### src/rtl/shadow_pkg.sv
// Shared FSM encoding and default geometry for the shadow chain receiver.
package shadow_pkg;

    typedef enum logic [1:0] {
        ST_IDLE  = 2'd0,
        ST_DUMP  = 2'd1,
        ST_FLUSH = 2'd2,
        ST_DONE  = 2'd3
    } state_e;

    localparam int DEF_WORD_W     = 32;
    localparam int DEF_FIFO_DEPTH = 4;

endpackage

### src/rtl/shadow_word_fifo.sv
// Synchronous word FIFO with full/empty flags; a push while full succeeds only if a pop occurs in the same cycle.
module shadow_word_fifo #(
    parameter int W     = 32,
    parameter int DEPTH = 4
) (
    input  logic         clk_i,
    input  logic         rst_i,
    input  logic         push_i,
    input  logic [W-1:0] data_i,
    input  logic         pop_i,
    output logic [W-1:0] data_o,
    output logic         full_o,
    output logic         empty_o
);

    localparam int AW = (DEPTH > 1) ? $clog2(DEPTH) : 1;

    logic [W-1:0]  mem_q [DEPTH];
    logic [AW-1:0] wr_ptr_q, wr_ptr_d;
    logic [AW-1:0] rd_ptr_q, rd_ptr_d;
    logic [AW:0]   cnt_q, cnt_d;
    logic          do_push, do_pop;

    assign full_o  = (cnt_q == (AW+1)'(DEPTH));
    assign empty_o = (cnt_q == '0);
    assign do_pop  = pop_i && !empty_o;
    assign do_push = push_i && (!full_o || do_pop);
    assign data_o  = mem_q[rd_ptr_q];

    always_comb begin
        wr_ptr_d = wr_ptr_q;
        rd_ptr_d = rd_ptr_q;
        cnt_d    = cnt_q;
        if (do_push) wr_ptr_d = wr_ptr_q + 1'b1;
        if (do_pop)  rd_ptr_d = rd_ptr_q + 1'b1;
        case ({do_push, do_pop})
            2'b10:   cnt_d = cnt_q + 1'b1;
            2'b01:   cnt_d = cnt_q - 1'b1;
            default: cnt_d = cnt_q;
        endcase
    end

    always_ff @(posedge clk_i or posedge rst_i) begin
        if (rst_i) begin
            wr_ptr_q <= '0;
            rd_ptr_q <= '0;
            cnt_q    <= '0;
        end else begin
            wr_ptr_q <= wr_ptr_d;
            rd_ptr_q <= rd_ptr_d;
            cnt_q    <= cnt_d;
        end
    end

    // Storage needs no reset: contents are only observable through cnt_q.
    always_ff @(posedge clk_i) begin
        if (do_push) mem_q[wr_ptr_q] <= data_i;
    end

endmodule

### src/rtl/shadow_chain_rx.sv
// Shadow capture chain deserializer: enables a chain dump, packs bits LSB first into words, queues them in a FIFO.
// Optional macro SHADOW_CHAIN_RX_PARITY_EN adds a running XOR of accepted bits on rx_parity.
module shadow_chain_rx
    import shadow_pkg::*;
#(
    parameter int WORD_W     = DEF_WORD_W,
    parameter int FIFO_DEPTH = DEF_FIFO_DEPTH,
    parameter int CNT_W      = 16
) (
    input  logic              sh_clk,
    input  logic              sh_rst,
    input  logic              start,
    output logic              dump_en,
    input  logic              ch_in,
    input  logic              ch_in_vld,
    input  logic              ch_in_done,
    output logic [WORD_W-1:0] word_data,
    output logic              word_vld,
    input  logic              word_rdy,
    output logic [CNT_W-1:0]  bit_count,
    output logic              busy,
    output logic              done,
    output logic              overflow,
    output logic              rx_parity,
    output state_e            dbg_state
);

    // Handshake: a word transfers on any cycle with word_vld && word_rdy; word_vld
    // never drops without a transfer, and word_data holds steady while word_vld is high.

    localparam int PW = (WORD_W > 1) ? $clog2(WORD_W) : 1;
    localparam logic [PW-1:0] LAST_POS = PW'(WORD_W - 1);

    state_e            state_q, state_d;
    logic [CNT_W-1:0]  cnt_q, cnt_d;
    logic [PW-1:0]     pos_q, pos_d;
    logic [WORD_W-1:0] shreg_q, shreg_d;
    logic              ovf_q, ovf_d;
    logic [WORD_W-1:0] with_bit;
    logic              push_req, fifo_push, word_pop, fifo_full, fifo_empty;
    logic [WORD_W-1:0] push_data;

    assign word_vld  = !fifo_empty;
    assign word_pop  = word_vld && word_rdy;
    assign fifo_push = push_req && (!fifo_full || word_pop);
    assign dump_en   = (state_q == ST_DUMP);
    assign busy      = (state_q == ST_DUMP) || (state_q == ST_FLUSH);
    assign done      = (state_q == ST_DONE);
    assign overflow  = ovf_q;
    assign bit_count = cnt_q;
    assign dbg_state = state_q;

    always_comb begin
        with_bit        = shreg_q;
        with_bit[pos_q] = ch_in;
    end

    always_comb begin
        state_d   = state_q;
        cnt_d     = cnt_q;
        pos_d     = pos_q;
        shreg_d   = shreg_q;
        ovf_d     = ovf_q;
        push_req  = 1'b0;
        push_data = shreg_q;
        case (state_q)
            ST_IDLE: begin
                if (start) begin
                    cnt_d   = '0;
                    pos_d   = '0;
                    shreg_d = '0;
                    ovf_d   = 1'b0;
                    state_d = ST_DUMP;
                end
            end
            ST_DUMP: begin
                if (ch_in_vld) begin
                    if (cnt_q != '1) cnt_d = cnt_q + 1'b1;
                    if (pos_q == LAST_POS) begin
                        push_req  = 1'b1;
                        push_data = with_bit;
                        shreg_d   = '0;
                        pos_d     = '0;
                    end else begin
                        shreg_d = with_bit;
                        pos_d   = pos_q + 1'b1;
                    end
                end
                if (ch_in_done) state_d = ST_FLUSH;
            end
            ST_FLUSH: begin
                // Upper bits of shreg_q are already zero, giving the padded partial word.
                push_req = (pos_q != '0);
                shreg_d  = '0;
                pos_d    = '0;
                state_d  = ST_DONE;
            end
            default: state_d = ST_IDLE;
        endcase
        if (push_req && fifo_full && !word_pop) ovf_d = 1'b1;
    end

    always_ff @(posedge sh_clk or posedge sh_rst) begin
        if (sh_rst) begin
            state_q <= ST_IDLE;
            cnt_q   <= '0;
            pos_q   <= '0;
            shreg_q <= '0;
            ovf_q   <= 1'b0;
        end else begin
            state_q <= state_d;
            cnt_q   <= cnt_d;
            pos_q   <= pos_d;
            shreg_q <= shreg_d;
            ovf_q   <= ovf_d;
        end
    end

`ifdef SHADOW_CHAIN_RX_PARITY_EN
    logic par_q;

    always_ff @(posedge sh_clk or posedge sh_rst) begin
        if (sh_rst) begin
            par_q <= 1'b0;
        end else if (state_q == ST_IDLE && start) begin
            par_q <= 1'b0;
        end else if (state_q == ST_DUMP && ch_in_vld) begin
            par_q <= par_q ^ ch_in;
        end
    end

    assign rx_parity = par_q;
`else
    assign rx_parity = 1'b0;
`endif

    shadow_word_fifo #(
        .W     (WORD_W),
        .DEPTH (FIFO_DEPTH)
    ) u_fifo (
        .clk_i   (sh_clk),
        .rst_i   (sh_rst),
        .push_i  (fifo_push),
        .data_i  (push_data),
        .pop_i   (word_pop),
        .data_o  (word_data),
        .full_o  (fifo_full),
        .empty_o (fifo_empty)
    );

endmodule

### config.mk
export PLATFORM = sky130hd
export DESIGN_NAME = shadow_chain_rx
export DESIGN_NICKNAME = d
export VERILOG_FILES = /design/src/rtl/shadow_pkg.sv /design/src/rtl/shadow_word_fifo.sv /design/src/rtl/shadow_chain_rx.sv
export SDC_FILE = /design/constraint.sdc
export NUM_CORES = 1
export LEC_CHECK = 0
export ABC_AREA = 1
export CORE_MARGIN = 2
export CORE_UTILIZATION = 55
export DETAILED_ROUTE_END_ITERATION = 7
export GPL_ROUTABILITY_DRIVEN = 0
export PLACE_DENSITY = 0.71
export SYNTH_ARGS = -nofsm -noshare
export SYNTH_HDL_FRONTEND = slang
export SYNTH_HIERARCHICAL = 1
export SYNTH_SLANG_ARGS = --single-unit
### constraint.sdc
create_clock -name sh_clk -period 10.3 [get_ports sh_clk]
set_input_delay 1.03 -clock sh_clk [delete_from_list [all_inputs] [get_ports sh_clk]]
set_output_delay 1.03 -clock sh_clk [all_outputs]
set_load 0.005 [all_outputs]
### After elaboration in Yosys (flattened, before gate mapping)

Memories as Yosys holds them, arrays and structs flattened.
Cells that the tools add are included.

| storage, ports and cells | value |
|---|---|
| register bits after elaboration | 63 |
| memory bits (writable) | 128 |
| output and inout port bits | 56 |
| word-level logic and storage cells | 84 |
| memories kept | 1 |

Memory list:

| memory | depth | width | read ports | clocked after Yosys merged registers in | write ports | RTL line | text |
|---|---|---|---|---|---|---|---|
| u_fifo.mem_q | 4 | 32 | 1 | 0 | 1 | shadow_word_fifo.sv:18 | `logic [W-1:0] mem_q [DEPTH];` |

| cells by class | value |
|---|---|
| add/sub/neg operators | 6 |
| order comparisons | 2 |
| equality and inequality tests | 12 |
| multiplexer cells | 30 |
| reductions and logical operators | 25 |

Operators by type and width:

| kind | count |
|---|---|
| 32-bit 2-to-1 mux | 6 |
| 32-bit one-hot mux with 3 select lines | 1 |
| 16-bit 2-to-1 mux | 3 |
| 32-bit bitwise mux | 1 |
| 16-bit one-hot mux with 2 select lines | 1 |
| 16-bit by 1-bit adder with 16-bit output (second input constant) | 1 |
| 16-bit inequality test (second input constant) | 1 |
| 5-bit 2-to-1 mux | 3 |
| 5-bit one-hot mux with 3 select lines | 1 |
| 1-bit 2-to-1 mux | 8 |
| 2-bit nonzero test | 4 |
| 1-bit logical AND | 7 |
| 2-bit equality test (second input constant) | 3 |
| 5-bit by 6-bit less-than comparator with 1-bit output (second input constant) | 1 |
| 2-bit by 1-bit inequality test with 1-bit output (second input constant) | 3 |
| 2-bit one-hot mux with 3 select lines | 1 |
| 3-bit one-hot mux with 2 select lines | 1 |
| 5-bit by 1-bit adder with 5-bit output (second input constant) | 1 |
| 1-bit demux with 5-bit select | 1 |
| 5-bit equality test (second input constant) | 1 |
| 5-bit by 1-bit greater-or-equal comparator with 1-bit output (second input constant) | 1 |
| 5-bit nonzero test | 1 |
| 2-bit by 1-bit adder with 2-bit output (second input constant) | 2 |
| 2-bit by 1-bit equality test with 1-bit output (second input constant) | 2 |
| 14 further kinds | 20 |

### Depth between registers and ports, before layout

| depth | value |
|---|---|
| depth in word-level cells | 8 |
| gate-level depth with buffers | 18 |

### Hierarchy

The synthesis kept the hierarchy.

By module, submodules not included:

| module | instances | cells an instance | area each (um^2) | seq. area each (um^2) |
|---|---|---|---|---|
| shadow_word_fifo | 1 | 406 | 5,368.9 | 4,018.9 |
| shadow_chain_rx | 1 | 537 | 3,696.0 | 1,401.3 |

### Least setup slack after synthesis

OpenSTA, ideal clock, no wires.

| timing | value |
|---|---|
| kind | register to register |
| start point | register pos_q[0] |
| end point | memory u_fifo.mem_q[0][0], enable pin |
| setup time | 421 ps |
| arrival | 3,211 ps |
| data required time | 9,879 ps |
| setup slack | 6,668 ps |
| stages on the path, launching flop included | 12 |
| buffers on the path | 1 |
| period minus slack after synthesis | 3,632 ps |
| cell sequence | dfrtp_1 -> ha_1 -> nand2_1 -> nor2_1 -> ha_1 -> nand3_1 -> clkbuf_1 -> nand2_1 -> nand2_1 -> nor2_1 -> nand2_2 -> nor2_1 |

| on the way | value |
|---|---|
| longest elaborated chain between the ends | 8 |

Ends and longest elaborated chain:

| item | RTL line | text |
|---|---|---|
| start, declared | shadow_chain_rx.sv:36 | `logic [PW-1:0] pos_q, pos_d;` |
| start signal, assigned | shadow_chain_rx.sv:113 | `pos_q <= pos_d;` |
| 5-bit equality test | shadow_chain_rx.sv:79 | `if (pos_q == LAST_POS) begin` |
| 1-bit 2-to-1 mux | shadow_chain_rx.sv:79 |  |
| 1-bit 2-to-1 mux | shadow_chain_rx.sv:77 | `if (ch_in_vld) begin` |
| 1-bit one-hot mux with 2 select lines * | shadow_chain_rx.sv:66 | `case (state_q)` |
| 1-bit logical AND * | shadow_chain_rx.sv:45 | `assign fifo_push = push_req && (!fifo_full \|\| word_pop);` |
| net fifo_push | shadow_chain_rx.sv:40 | `logic push_req, fifo_push, word_pop, fifo_full, fifo_empty;` |
| 1-bit logical AND * | shadow_word_fifo.sv:27 | `assign do_push = push_i && (!full_o \|\| do_pop);` |
| 1-bit 2-to-1 mux * | shadow_word_fifo.sv:57 | `if (do_push) mem_q[wr_ptr_q] <= data_i;` |
| 1-bit 2-to-1 mux (not written as such) * | shadow_word_fifo.sv:57 |  |
| end, declared | shadow_word_fifo.sv:18 |  |

Mark *: on every way through the listed nets, which the timed path passes. The rest lies on a longest branch.

### Worst setup path after layout

| timing | value |
|---|---|
| start point | register u_fifo.rd_ptr_q[0] |
| end point | output word_data[30] |

| on the way | value |
|---|---|
| longest elaborated chain between the ends | 1 |

Ends and longest elaborated chain:

| item | RTL line | text |
|---|---|---|
| start, declared | shadow_word_fifo.sv:20 | `logic [AW-1:0] rd_ptr_q, rd_ptr_d;` |
| start signal, assigned | shadow_word_fifo.sv:50 | `rd_ptr_q <= rd_ptr_d;` |
| memory read 4 x 32 bit | - |  |
| end, declared | shadow_chain_rx.sv:17 | `output logic [WORD_W-1:0] word_data,` |

No other way between the ends.

==> impl_metrics.ini <==
[logic_synthesis]
postSynthAreaPerCell_um2 = 9.61
synth-seq-cells = 191
synth_area_leaders = edfxtp_1, dfrtp_1, nand2_1, o21ai_1, nor2_1
ys.flop_type = edfxtp_1
synth-edff-count = 128
synthArstFlopShare_pct = 33.0
synthTopCellsByCount = nand2_1, edfxtp_1, nor2_1
mappedNetlistArea_um2 = 9060
netlist.area_leader.share_pct = 42.4
yosysWarnings = 6
ys_seq_area_share_pct = 59.8
synth_most_common_cell = nand2_1
synth_top_cell_by_area = edfxtp_1
syn_nets = 966
yosys.cell_types.count = 39
synth_cells = 943

[routing]
drt-total-wl_um = 19400
post_drt_wl_per_cell_um = 16.0
first_iter_violations = 643
drtAntennaViolNets = 0
drc = 0
vias_per_cell = 5.47
dr_total_vias = 6644
drt_first_pass_iters = 5

[floorplan]
die_h_um = 132
dieArea_um2 = 17500
placementRows = 46
boundaryPins = 63
core-area_um2 = 16000
start_util_pct = 56.7
die_w_um = 132

[worst_setup_path]
cp-end-kind = output port
cp-start-kind = flop
arrival_ps = 2850
cp_data_required_time_ps = 9270
critPathKind = flop to output port
critPathMaxFanout = 67

[layout]
syn_to_final_growth_pct = 13.4
drive_gt1_share_pct = 8.71
nFillCells = 1323
antennaDiodeCount = 0
ff_latch_area_um2 = 5420
nets = 1009
multi_input_area_um2 = 3050

[cts]
cts_hold_buf = 0
clock_sinks = 191
cts_buffers = 17
clock_path_buffers = 2
cts_root_buf = clkbuf_16
clk_pin_slew_ps = 70
cts_tree = yes
cts_max_level = 4
post_cts_resized = 0
insertion_delay_ps = 440
postCtsSetupRepairBufs = 0

[grt]
antenna_found_initial = 0
first_global_vias = 6174
grt_max_degree = 68
grt_pass1_wl_um = 31500
global_route.overflow_total = 0
globalRouteTotalUtil_pct = 22.7

[sta]
worst_slew_margin_rel_pct = 28.3
holdWs_ps = 503
fin_crit_sh_pct = 37.7
tns_ps = 0
slew_viol_final = 0
rsz0062_at_grt = false
worst_clock_skew_ps = 9.04
final.min_clock_period_ps = 3880
setup_viol = 0
hold_viol_final = 0
tightest_slew_ps = 1070
fmax_ghz = 0.258

[pwr]
power_w = 0.00238
p_leak_nw = 3.89
power.density_nw_per_um2 = 232
peakVddDrop_uv = 153

[placement]
portBuffers = 61
dp_hpwl_um = 11400

[hold_path]
hold_class = flop to flop

[flow_run]
drv_cap = 0

[outcome]
status = finished, final reports clean
[cells by family (layout without fill, tap and decap cells)]
family,after synthesis,in the layout,synth area share [%]
adders and majority gates,16,16,2.29
buffers and inverters,124,180,6.69
AOI/OAI and AO/OA,215,215,12.7
DFF,191,191,59.8
and+or+nand+nor,391,391,18.0
other,1,1,0.0414
xor gates and xnor gates,5,5,0.483
[layout by cell type (no fill, tap or decap), types with 2 or more instances in the layout]
cell type | synthesis | routed
nand2_1 | 200 | 200
nand2_2 | 9 | 9
o21ai_2 | 9 | 9
clkdlybuf4s50_1 | 0 | 61
o22ai_1 | 9 | 9
or2_2 | 2 | 2
clkbuf_16 | 0 | 17
clkbuf_1 | 18 | 2
inv_2 | 4 | 5
nand3_1 | 31 | 31
o21ai_0 | 85 | 85
buf_4 | 5 | 9
nand4_1 | 7 | 7
bufinv_16 | 0 | 2
xor2_1 | 4 | 4
inv_6 | 0 | 2
ha_1 | 15 | 15
edfxtp_1 | 128 | 128
clkinv_2 | 0 | 2
a31oi_1 | 3 | 3
o21ai_1 | 95 | 95
a21oi_1 | 6 | 6
a22o_1 | 4 | 4
nor2_1 | 123 | 119
clkinv_1 | 1 | 2
clkinvlp_4 | 0 | 5
dfrtp_1 | 63 | 62
nor2_2 | 12 | 16
nor2_4 | 3 | 3
inv_1 | 73 | 72
[per-stage QoR]
step	instances	utilization [%]	worst slack [ps]	cell area [µm²]
after floorplan	943	-	6670	9060
after global placement	1183	60.7	6610	9710
after detailed placement	1183	60.7	6560	9710
after CTS	1215	64.3	6400	10300
after global routing	1215	64.3	6230	10300
final	1215	64.3	6420	10300
[power breakdown]
group          leakage, nW  internal [W]  switching [W]
Clock                0.263      0.000357       0.000287
Sequential            2.01      0.000862      0.0000302
Combinational         1.62      0.000332       0.000516
Total                 3.89       0.00155       0.000833
[layout make-up]
cell class	count	share of cell area, %
clock inverter	13	1.34
multi-input combinational	628	29.6
inverter	78	2.85
timing repair buffer	70	6.60
tap	216	2.63
clock buffer	19	4.21
sequential	191	52.7
[metal layers]
metal	wire (µm)	up-vias	track usage, %
met1	8730	3187	31.0
met3	899	26	3.50
li1	-	3243	-
met5	0	-	0
met2	9540	188	37.6
met4	279	0	7.47
[worst max-delay path: stages, from the launching register on]
cell	delay [ps]
dfrtp_2	380
buf_4	360
inv_2	110
buf_4	590
o21ai_1	110
o21ai_1	240
clkdlybuf4s50_1	550
[final timing paths]
path	startpoint	end	slack, ps	cells after the start
max	u_fifo/rd_ptr_q[0]	word_data[30]	6420	6
min	u_fifo/cnt_q[2]	u_fifo/cnt_q[2]	500	2
max reg2reg	pos_q[1]	u_fifo/cnt_q[1]	6890	14
min reg2reg	u_fifo/cnt_q[2]	u_fifo/cnt_q[2]	500	2
max in group asynchronous	sh_rst	shreg_q[5]	8610	3
min in group asynchronous	sh_rst	u_fifo/cnt_q[0]	880	2
[sequential cells by signal (all words and copies together) (netlist names)]
| name | flops |
|---|---|
| u_fifo/mem_q | 128 |
| shreg_q | 32 |
| bit_count | 16 |
| pos_q | 5 |
| u_fifo/cnt_q | 3 |
| dbg_state | 2 |
| u_fifo/rd_ptr_q | 2 |
| u_fifo/wr_ptr_q | 2 |
| overflow | 1 |
No activity file was read; power rests on OpenSTA's default activity.
